**src/rtl/i281_display_scanner.sv**
```systemverilog
// Eight-digit multiplexed hex display for the i281 data memory: shows one 4-byte page.
// Memory is copied into a snapshot at each frame boundary. The page can be held or auto-rotated.
module i281_display_scanner #(
  parameter int REFRESH_DIV    = 50000,
  parameter int ROTATE_FRAMES  = 500,
  parameter bit SEG_ACTIVE_LOW = 1'b1
) (
  input  logic       clock,
  input  logic       reset,
  input  logic [7:0] datamem0,
  input  logic [7:0] datamem1,
  input  logic [7:0] datamem2,
  input  logic [7:0] datamem3,
  input  logic [7:0] datamem4,
  input  logic [7:0] datamem5,
  input  logic [7:0] datamem6,
  input  logic [7:0] datamem7,
  input  logic [7:0] datamem8,
  input  logic [7:0] datamem9,
  input  logic [7:0] datamem10,
  input  logic [7:0] datamem11,
  input  logic [7:0] datamem12,
  input  logic [7:0] datamem13,
  input  logic [7:0] datamem14,
  input  logic [7:0] datamem15,
  input  logic [1:0] page_sel,
  input  logic       auto_rotate,
  input  logic       freeze,
  output logic [6:0] seg,
  output logic       dp,
  output logic [7:0] digit_en,
  output logic [1:0] page_out,
  output logic       frame_tick
);

  localparam int DIV_W = (REFRESH_DIV > 1) ? $clog2(REFRESH_DIV) : 1;
  localparam int FC_W  = (ROTATE_FRAMES > 1) ? $clog2(ROTATE_FRAMES) : 1;
  localparam logic [DIV_W-1:0] DIV_LAST = DIV_W'(REFRESH_DIV - 1);
  localparam logic [FC_W-1:0]  FC_LAST  = FC_W'(ROTATE_FRAMES - 1);
  localparam logic [6:0] SEG_POL = {7{SEG_ACTIVE_LOW}};
  localparam logic [7:0] EN_POL  = {8{SEG_ACTIVE_LOW}};
  localparam logic       DP_POL  = SEG_ACTIVE_LOW;

  logic [DIV_W-1:0] div_cnt;
  logic [2:0]       digit_idx;
  logic [FC_W-1:0]  frame_cnt;
  logic [1:0]       page;
  logic [7:0]       live [16];
  logic [7:0]       snap [16];

  logic             div_last;
  logic             frame_end;
  logic [3:0]       byte_addr;
  logic [7:0]       cur_byte;
  logic [3:0]       nibble;
  logic [6:0]       seg_hi;
  logic [7:0]       en_hi;
  logic             dp_hi;

  always_comb begin
    live[0]  = datamem0;
    live[1]  = datamem1;
    live[2]  = datamem2;
    live[3]  = datamem3;
    live[4]  = datamem4;
    live[5]  = datamem5;
    live[6]  = datamem6;
    live[7]  = datamem7;
    live[8]  = datamem8;
    live[9]  = datamem9;
    live[10] = datamem10;
    live[11] = datamem11;
    live[12] = datamem12;
    live[13] = datamem13;
    live[14] = datamem14;
    live[15] = datamem15;
  end

  assign div_last  = (div_cnt == DIV_LAST);
  assign frame_end = div_last && (digit_idx == 3'd7);

  // Pair k = digit_idx[2:1] shows byte page*4 + (3-k); for two bits, 3-k is simply ~k.
  always_comb begin
    // NOTE: every always_comb output gets a default first, so no path can infer a latch.
    en_hi            = '0;
    en_hi[digit_idx] = 1'b1;
    byte_addr        = {page, ~digit_idx[2:1]};
    cur_byte         = snap[byte_addr];
    nibble           = digit_idx[0] ? cur_byte[7:4] : cur_byte[3:0];
    dp_hi            = (digit_idx == 3'd0) && freeze;
    case (nibble)
      4'h0:    seg_hi = 7'h3F;
      4'h1:    seg_hi = 7'h06;
      4'h2:    seg_hi = 7'h5B;
      4'h3:    seg_hi = 7'h4F;
      4'h4:    seg_hi = 7'h66;
      4'h5:    seg_hi = 7'h6D;
      4'h6:    seg_hi = 7'h7D;
      4'h7:    seg_hi = 7'h07;
      4'h8:    seg_hi = 7'h7F;
      4'h9:    seg_hi = 7'h6F;
      4'hA:    seg_hi = 7'h77;
      4'hB:    seg_hi = 7'h7C;
      4'hC:    seg_hi = 7'h39;
      4'hD:    seg_hi = 7'h5E;
      4'hE:    seg_hi = 7'h79;
      default: seg_hi = 7'h71;
    endcase
  end

  // Scan position and page selection.
  always_ff @(posedge clock or negedge reset) begin
    if (!reset) begin
      // NOTE: sequential state uses non-blocking assignments so all registers update together.
      div_cnt   <= '0;
      digit_idx <= '0;
      frame_cnt <= '0;
      page      <= '0;
    end else begin
      div_cnt <= div_last ? '0 : div_cnt + DIV_W'(1);
      if (div_last) begin
        digit_idx <= digit_idx + 3'd1;
      end
      if (!auto_rotate) begin
        frame_cnt <= '0;
        if (frame_end) begin
          page <= page_sel;
        end
      end else if (frame_end) begin
        if (frame_cnt == FC_LAST) begin
          frame_cnt <= '0;
          page      <= page + 2'd1;
        end else begin
          frame_cnt <= frame_cnt + FC_W'(1);
        end
      end
    end
  end

  always_ff @(posedge clock or negedge reset) begin
    if (!reset) begin
      // NOTE: the snapshot is reset because a freshly reset display must show zeros, not stale RAM.
      for (int i = 0; i < 16; i++) begin
        snap[i] <= '0;
      end
    end else if (frame_end && !freeze) begin
      for (int i = 0; i < 16; i++) begin
        snap[i] <= live[i];
      end
    end
  end

  // Display pins are registered, so they trail the scan state by one cycle.
  always_ff @(posedge clock or negedge reset) begin
    if (!reset) begin
      seg        <= SEG_POL;
      dp         <= DP_POL;
      digit_en   <= EN_POL;
      page_out   <= '0;
      frame_tick <= 1'b0;
    end else begin
      seg        <= seg_hi ^ SEG_POL;
      dp         <= dp_hi ^ DP_POL;
      digit_en   <= en_hi ^ EN_POL;
      page_out   <= page;
      frame_tick <= frame_end;
    end
  end

endmodule
```
**config.mk**
```make
export PLATFORM = sky130hd
export DESIGN_NAME = i281_display_scanner
export DESIGN_NICKNAME = d
export VERILOG_FILES = /design/src/rtl/i281_display_scanner.sv
export SDC_FILE = /design/constraint.sdc
export NUM_CORES = 1
export LEC_CHECK = 0
export ABC_AREA = 0
export CORE_ASPECT_RATIO = 0.5
export CORE_MARGIN = 4
export CORE_UTILIZATION = 54
export CTS_BUF_LIST = sky130_fd_sc_hd__clkbuf_4
export CTS_CLUSTER_SIZE = 24
export DETAILED_ROUTE_END_ITERATION = 10
export PLACE_DENSITY = 0.82
export SLEW_MARGIN = 20
export SYNTH_ARGS = -nofsm -noshare
export SYNTH_HDL_FRONTEND = slang
export SYNTH_SLANG_ARGS = --single-unit
```
**constraint.sdc**
```tcl
create_clock -name clock -period 3 [get_ports clock]
set_input_delay 0.6 -clock clock [delete_from_list [all_inputs] [get_ports clock]]
set_output_delay 0.6 -clock clock [all_outputs]
set_load 0.01 [all_outputs]
```
After elaboration in Yosys (flattened, before gate mapping)
Memories as Yosys holds them, arrays and structs flattened. Index checks and enable logic that the tools add are counted.

Bits in read-only memories: 112. Word-level logic and storage cells: 64. Memories: 1. Bits of input ports: 134. Bits in registers: 177.

Memories: (no name shown) (words 16, bits a word 7, read ports 1, clocked after memory_dff 0, write ports 0, RTL line 91) `case (nibble)`.

Eq/ne operators: 5. Add/sub/neg operators: 4. Reductions and logical operators: 7. Mux-type cells: 14. Bitwise operators: 5. Order comparisons: 3.

Operator list (number): $bmux W8 S4 (1); $mux W9 (3); $add A16 B1 Y16 const B (1); $eq A16 B16 Y1 const B (1); $mux W16 (1); $mux W8 (2); $add A9 B1 Y9 const B (1); $eq A9 B9 Y1 const B (1); $mux W2 (4); $not A8 Y8 (1); $not A7 Y7 (1); $ge A5 B5 Y1 const B (1); $not A4 Y5 (1); $logic_and A1 B1 Y1 (4); $lt A3 B4 Y1 const B (1); $mux W4 (1); $ne A2 B1 Y1 const B (2); $add A3 B1 Y3 const B (1); $demux W1 S3 (1); $eq A3 B3 Y1 const B (1); $ge A3 B1 Y1 const B (1); $logic_not A3 Y1 (1); $add A2 B1 Y2 const B (1); $not A2 Y2 (1); other kinds (4) (4).

Longest topological paths before layout
An unclocked memory read counts as a cell.

Depth after elaboration: 8. Depth in mapped cells: 12. Mapped depth without buffers: 9.

Least setup slack after synthesis
Ideal clock, no wire load.

Kind: reg2reg. From: register digit_idx[1]. To: register seg[0]. Clock period less this slack: 2.497 ns. Required time: 2.917 ns. Setup slack: 0.503 ns. Data arrival time: 2.414 ns. Path buffers: 2. Stages on the path, launching flop included: 10. Path through: dfrtp_1 > buf_6 > buf_12 > mux4_1 > mux4_2 > nand2_1 > nand2_2 > ha_1 > nor3b_1 > a221o_1.

Cells in the longest elaborated chain, start to end: 8.

RTL lines: start: declaration (RTL line 45) `logic [2:0] digit_idx;`; start signal: assignment (RTL line 122) `digit_idx <= digit_idx + 3'd1;`; $not A2 Y2 (RTL line 87) `byte_addr = {page, ~digit_idx[2:1]};`; $not A4 Y5 (implied by the code) (RTL line 88) `cur_byte = snap[byte_addr];`; $bmux W8 S4 (RTL line 88); $mux W8 (implied by the code) (2 in a row) (RTL line 88); $mux W4 (RTL line 89) `nibble = digit_idx[0] ? cur_byte[7:4] : cur_byte[3:0];`; $mem_v2 Z16 W7; $not A7 Y7 (no source line); end signal: assignment (RTL line 162) `seg <= seg_hi ^ SEG_POL;`; end: declaration (RTL line 29) `output logic [6:0] seg,`.

Every way passes these cells. The select of a mux whose other input is x is not followed. A chain may end at the register's enable or synchronous reset.

Final worst setup path
From: register digit_idx[1]. To: register seg[5].

Same word-level chain as after synthesis.

==> metrics.md <==
| Metric | Value |
|---|---|
| Tot GR Track Use | `22.2%` |
| Clk root buf | `clkbuf_4` |
| Flop2flop setup slack | `0.19 ns` |
| Crit share post-route | `93.7%` |
| Max clock buf depth | `2` |
| Initial Util | `56.2%` |
| Commonest non-fill, non-tap cells in the layout | `dfrtp_1 (159), clkdlybuf4s50_1 (151), mux2_1 (128)` |
| Via count | `5238` |
| Routed WL per cell | `19.8 µm` |
| Largest net degree at the start of global routing | `65` |
| R2R Path End | `seg[5]$_DFF_PN1_` |
| Grt total ovfl | `0` |
| DR DRC count | `0` |
| Fin. max-slew vios | `0` |
| Final hold violation count | `0` |
| Post-route ant nets | `0` |
| Post-synth ARST share | `100%` |
| I/O Pins | `153` |
| Max-cap violations | `0` |
| Worst slew margin | `60.0%` |
| Pre-antenna DRT Iters | `4` |
| Die Area | `0.0175 mm²` |
| Worst hold path stage count | `1` |
| FF-to-FF path depth | `9` |
| CTS Sinks | `177` |
| Hold path startpoint | `snap[112]$_DFFE_PN0P_` |
| Status | `completed` |
| Min-Delay Endpoint | `snap[112]$_DFFE_PN0P_` |
| Seq. cell area | `0.00445 mm²` |
| CTS tree | `yes` |
| Worst vdd ir | `0.228 mV` |
| P&R area growth vs syn | `24.4%` |
| EDFF count, synth | `0` |
| H-tree lvl count | `4` |
| Clk pwr share | `32.0%` |
| Fmax | `356 MHz` |
| Clock Skew | `0.0283 ns` |
| Hold Slack | `0.496 ns` |
| Die Y | `95.4 µm` |
| Fin Setup TNS | `0 ns` |
| Drt total wl | `18.5 mm` |
| Arrival time worst endpoint | `3.29 ns` |
| Gp weighted congestion | `0.801` |
| Seq/Total Area, Yosys | `53.9%` |
| CP Buf/Inv Count | `2` |
| TritonCTS Buffers | `17` |
| Synth Register Bits | `177` |
| Crit-path max cell delay | `0.60 ns` |
| Clock slew at reported path FFs | `0.16 ns` |
| Most common cell after layout, fill and taps aside | `dfrtp_1` |
| Final min period | `2.81 ns` |
| P_int | `0.00327 W` |
| Share of cells above drive strength 1 | `12.3%` |
| Sw Share | `24.6%` |
| Max FO, Critical Path | `12` |
| Port Buffer Count | `152` |
| Vias per std cell | `5.58` |
| Hold Path Class | `reg -> reg` |
| First-pass GRT wire length | `29.6 mm` |
| Power per Cell Area | `422 mW/mm²` |
| Final HPWL DP | `13.7 mm` |
| Worst setup SP type | `flop` |
| Synthesized instance count | `572` |
| Vias in the first global route | `5579` |
| Multi-input gate area | `0.00347 mm²` |
| Cell family with most CP delay | `compound AO/OA/AOI/OAI gates` |
| Switching Power | `0.00106 W` |
| Final setup vio count | `0` |
| RSZ-0062 raised after global routing | `false` |
| Critical path data required time | `3.48 ns` |
| CP Capture Type | `flop` |
| DR iter-0 viols | `290` |
| Syn avg cell area | `14.4 µm²` |
| # rows | `31` |
| Ys flop type | `dfrtp_1` |
| Synth cell types | `59` |
| CP max-delay cell | `dfrtp_4` |
| Post-Synthesis Net Count | `718` |
| Worst Max-Slew Pin Slew | `0.601 ns` |
| # diodes | `0` |
| Clk_lat worst skew | `0.54 ns` |
| Crit-path cells | `buf_6 -> or3b_1 -> o221ai_1 -> a21oi_1 -> a21oi_2 -> inv_1 -> ha_1 -> mux2_4 -> o2bb2ai_1` |
| Sequential fraction of design power | `58.5%` |
| Combinational share of power | `9.5%` |
| Count of nets after finishing | `874` |
| FILL cells | `1020` |
| Mapped Area | `0.00826 mm²` |
| Warnings from Yosys | `0` |
| CP Class | `reg -> reg` |
| Initial antenna violation count | `0` |
| Leakage power | `4.58 nW` |
| Chip width | `183 µm` |
| R2R Path Start | `digit_idx[1]$_DFFE_PN0N_` |
| Core area | `0.0147 mm²` |
cell usage after synthesis, drive strengths merged (2+ instances only):
cell type / n / area share, %
or3: 5 / 0.38
o2111ai: 2 / 0.21
o2bb2ai: 2 / 0.21
a22oi: 6 / 0.55
mux2: 131 / 18
nand2b: 2 / 0.15
o22ai: 2 / 0.15
and2: 6 / 0.45
mux4: 28 / 8.4
o21ai: 8 / 0.48
nand3: 18 / 1.1
nor2: 20 / 0.91
nor3b: 2 / 0.18
and3: 5 / 0.38
nand2: 17 / 0.80
ha: 12 / 1.8
dfstp: 16 / 5.1
buf: 27 / 2.8
clkbuf: 7 / 0.36
dfrtp: 161 / 49
a21boi: 2 / 0.18
inv: 14 / 0.64
nor4bb: 3 / 0.36
xnor2: 6 / 0.64
o221ai: 4 / 0.42
nand3b: 2 / 0.18
nand4: 5 / 0.38
nor2b: 3 / 0.23
a21oi: 13 / 0.88
mux2i: 16 / 1.9
xor2: 12 / 1.3
final cells by class:
type                       instances  share of cell area, %
timing repair buffer             172                   17.0
sequential                       177                   43.4
inverter                          15                  0.682
clock buffer                      18                   1.32
multi-input combinational        345                   33.8
clock inverter                    13                   1.47
tap                              198                   2.41
registers in the layout, indices dropped and copies added, names as in the netlist, 2 cells and up:
name and flops:
digit_idx 3, digit_en 8, page 2, snap 128, page_out 2, frame_cnt 9
seg 7, div_cnt 16
stage by stage:
step                instances  area [µm²]  setup WS [ns]  total power [W]  utilization [%]
floorplan                 572        8260          0.503          0.00270                -
global placement          905        9960          0.200          0.00298             67.8
detailed placement        905        9960          0.137          0.00299             67.8
CTS                       937       10300         0.0687          0.00437             69.8
global route              938       10300         0.0342          0.00453             69.9
finish                    938       10300          0.189          0.00434             69.9
how the worst max path moves through the flow:
stage	start	end	depth (start not counted)
finish	digit_idx[1]$_DFFE_PN0N_	seg[5]$_DFF_PN1_	9
detailed placement	digit_idx[1]$_DFFE_PN0N_	seg[0]$_DFF_PN1_	7
global placement	digit_idx[1]$_DFFE_PN0N_	seg[0]$_DFF_PN1_	7
global route	digit_idx[1]$_DFFE_PN0N_	seg[5]$_DFF_PN1_	9
floorplan	digit_idx[1]$_DFFE_PN0N_	seg[0]$_DFF_PN1_	9
CTS	digit_idx[1]$_DFFE_PN0N_	seg[0]$_DFF_PN1_	7
power by group through the flow:
stage	sequential [W]	clock (W)	combinational [W]
finish	0.00254	0.00139	0.000410
global route	0.00255	0.00153	0.000447
CTS	0.00254	0.00142	0.000418
detailed placement	0.00258	0	0.000413
global placement	0.00258	0	0.000404
floorplan	0.00256	0	0.000131
cells by family (layout without fill, tap and decap cells):
logic type	count (synthesis)	count (layout)	share of synthesized area (%)
and+or+nand+nor	93	93	6.00
DFF	177	177	53.9
adders and majority gates	12	12	1.82
xor gates and xnor gates	18	18	1.91
muxes	175	175	28.3
AOI/OAI and AO/OA	47	47	3.96
buffers and inverters	50	218	4.17
timing repair:
item	in CTS	in global routing
hold buffers	1	0
setup endpoints to repair	0	70
resized for setup	0	1
setup buffers	0	1
endpoints found under the hold margin	4	0
worst register-to-register path, delay by kind of cell, from the launching register on:
| kind | cells | cell delay [ns] |
|---|---|---|
| DFF | 1 | 0.60 |
| buffers and inverters | 2 | 0.38 |
| AOI/OAI and AO/OA | 4 | 0.75 |
| muxes | 1 | 0.28 |
| and+or+nand+nor | 1 | 0.49 |
| adders and majority gates | 1 | 0.26 |
metal layers:
| metal | track usage (%) | vias to the layer above | routed length, µm |
|---|---|---|---|
| met1 | 30.0 | 2685 | 8180 |
| met2 | 37.3 | 132 | 9280 |
| met5 | 0 | - | 0 |
| met4 | 5.51 | 0 | 211 |
| li1 | - | 2405 | - |
| met3 | 4.80 | 16 | 867 |
Note: power is estimated with default switching activity, not from simulation.
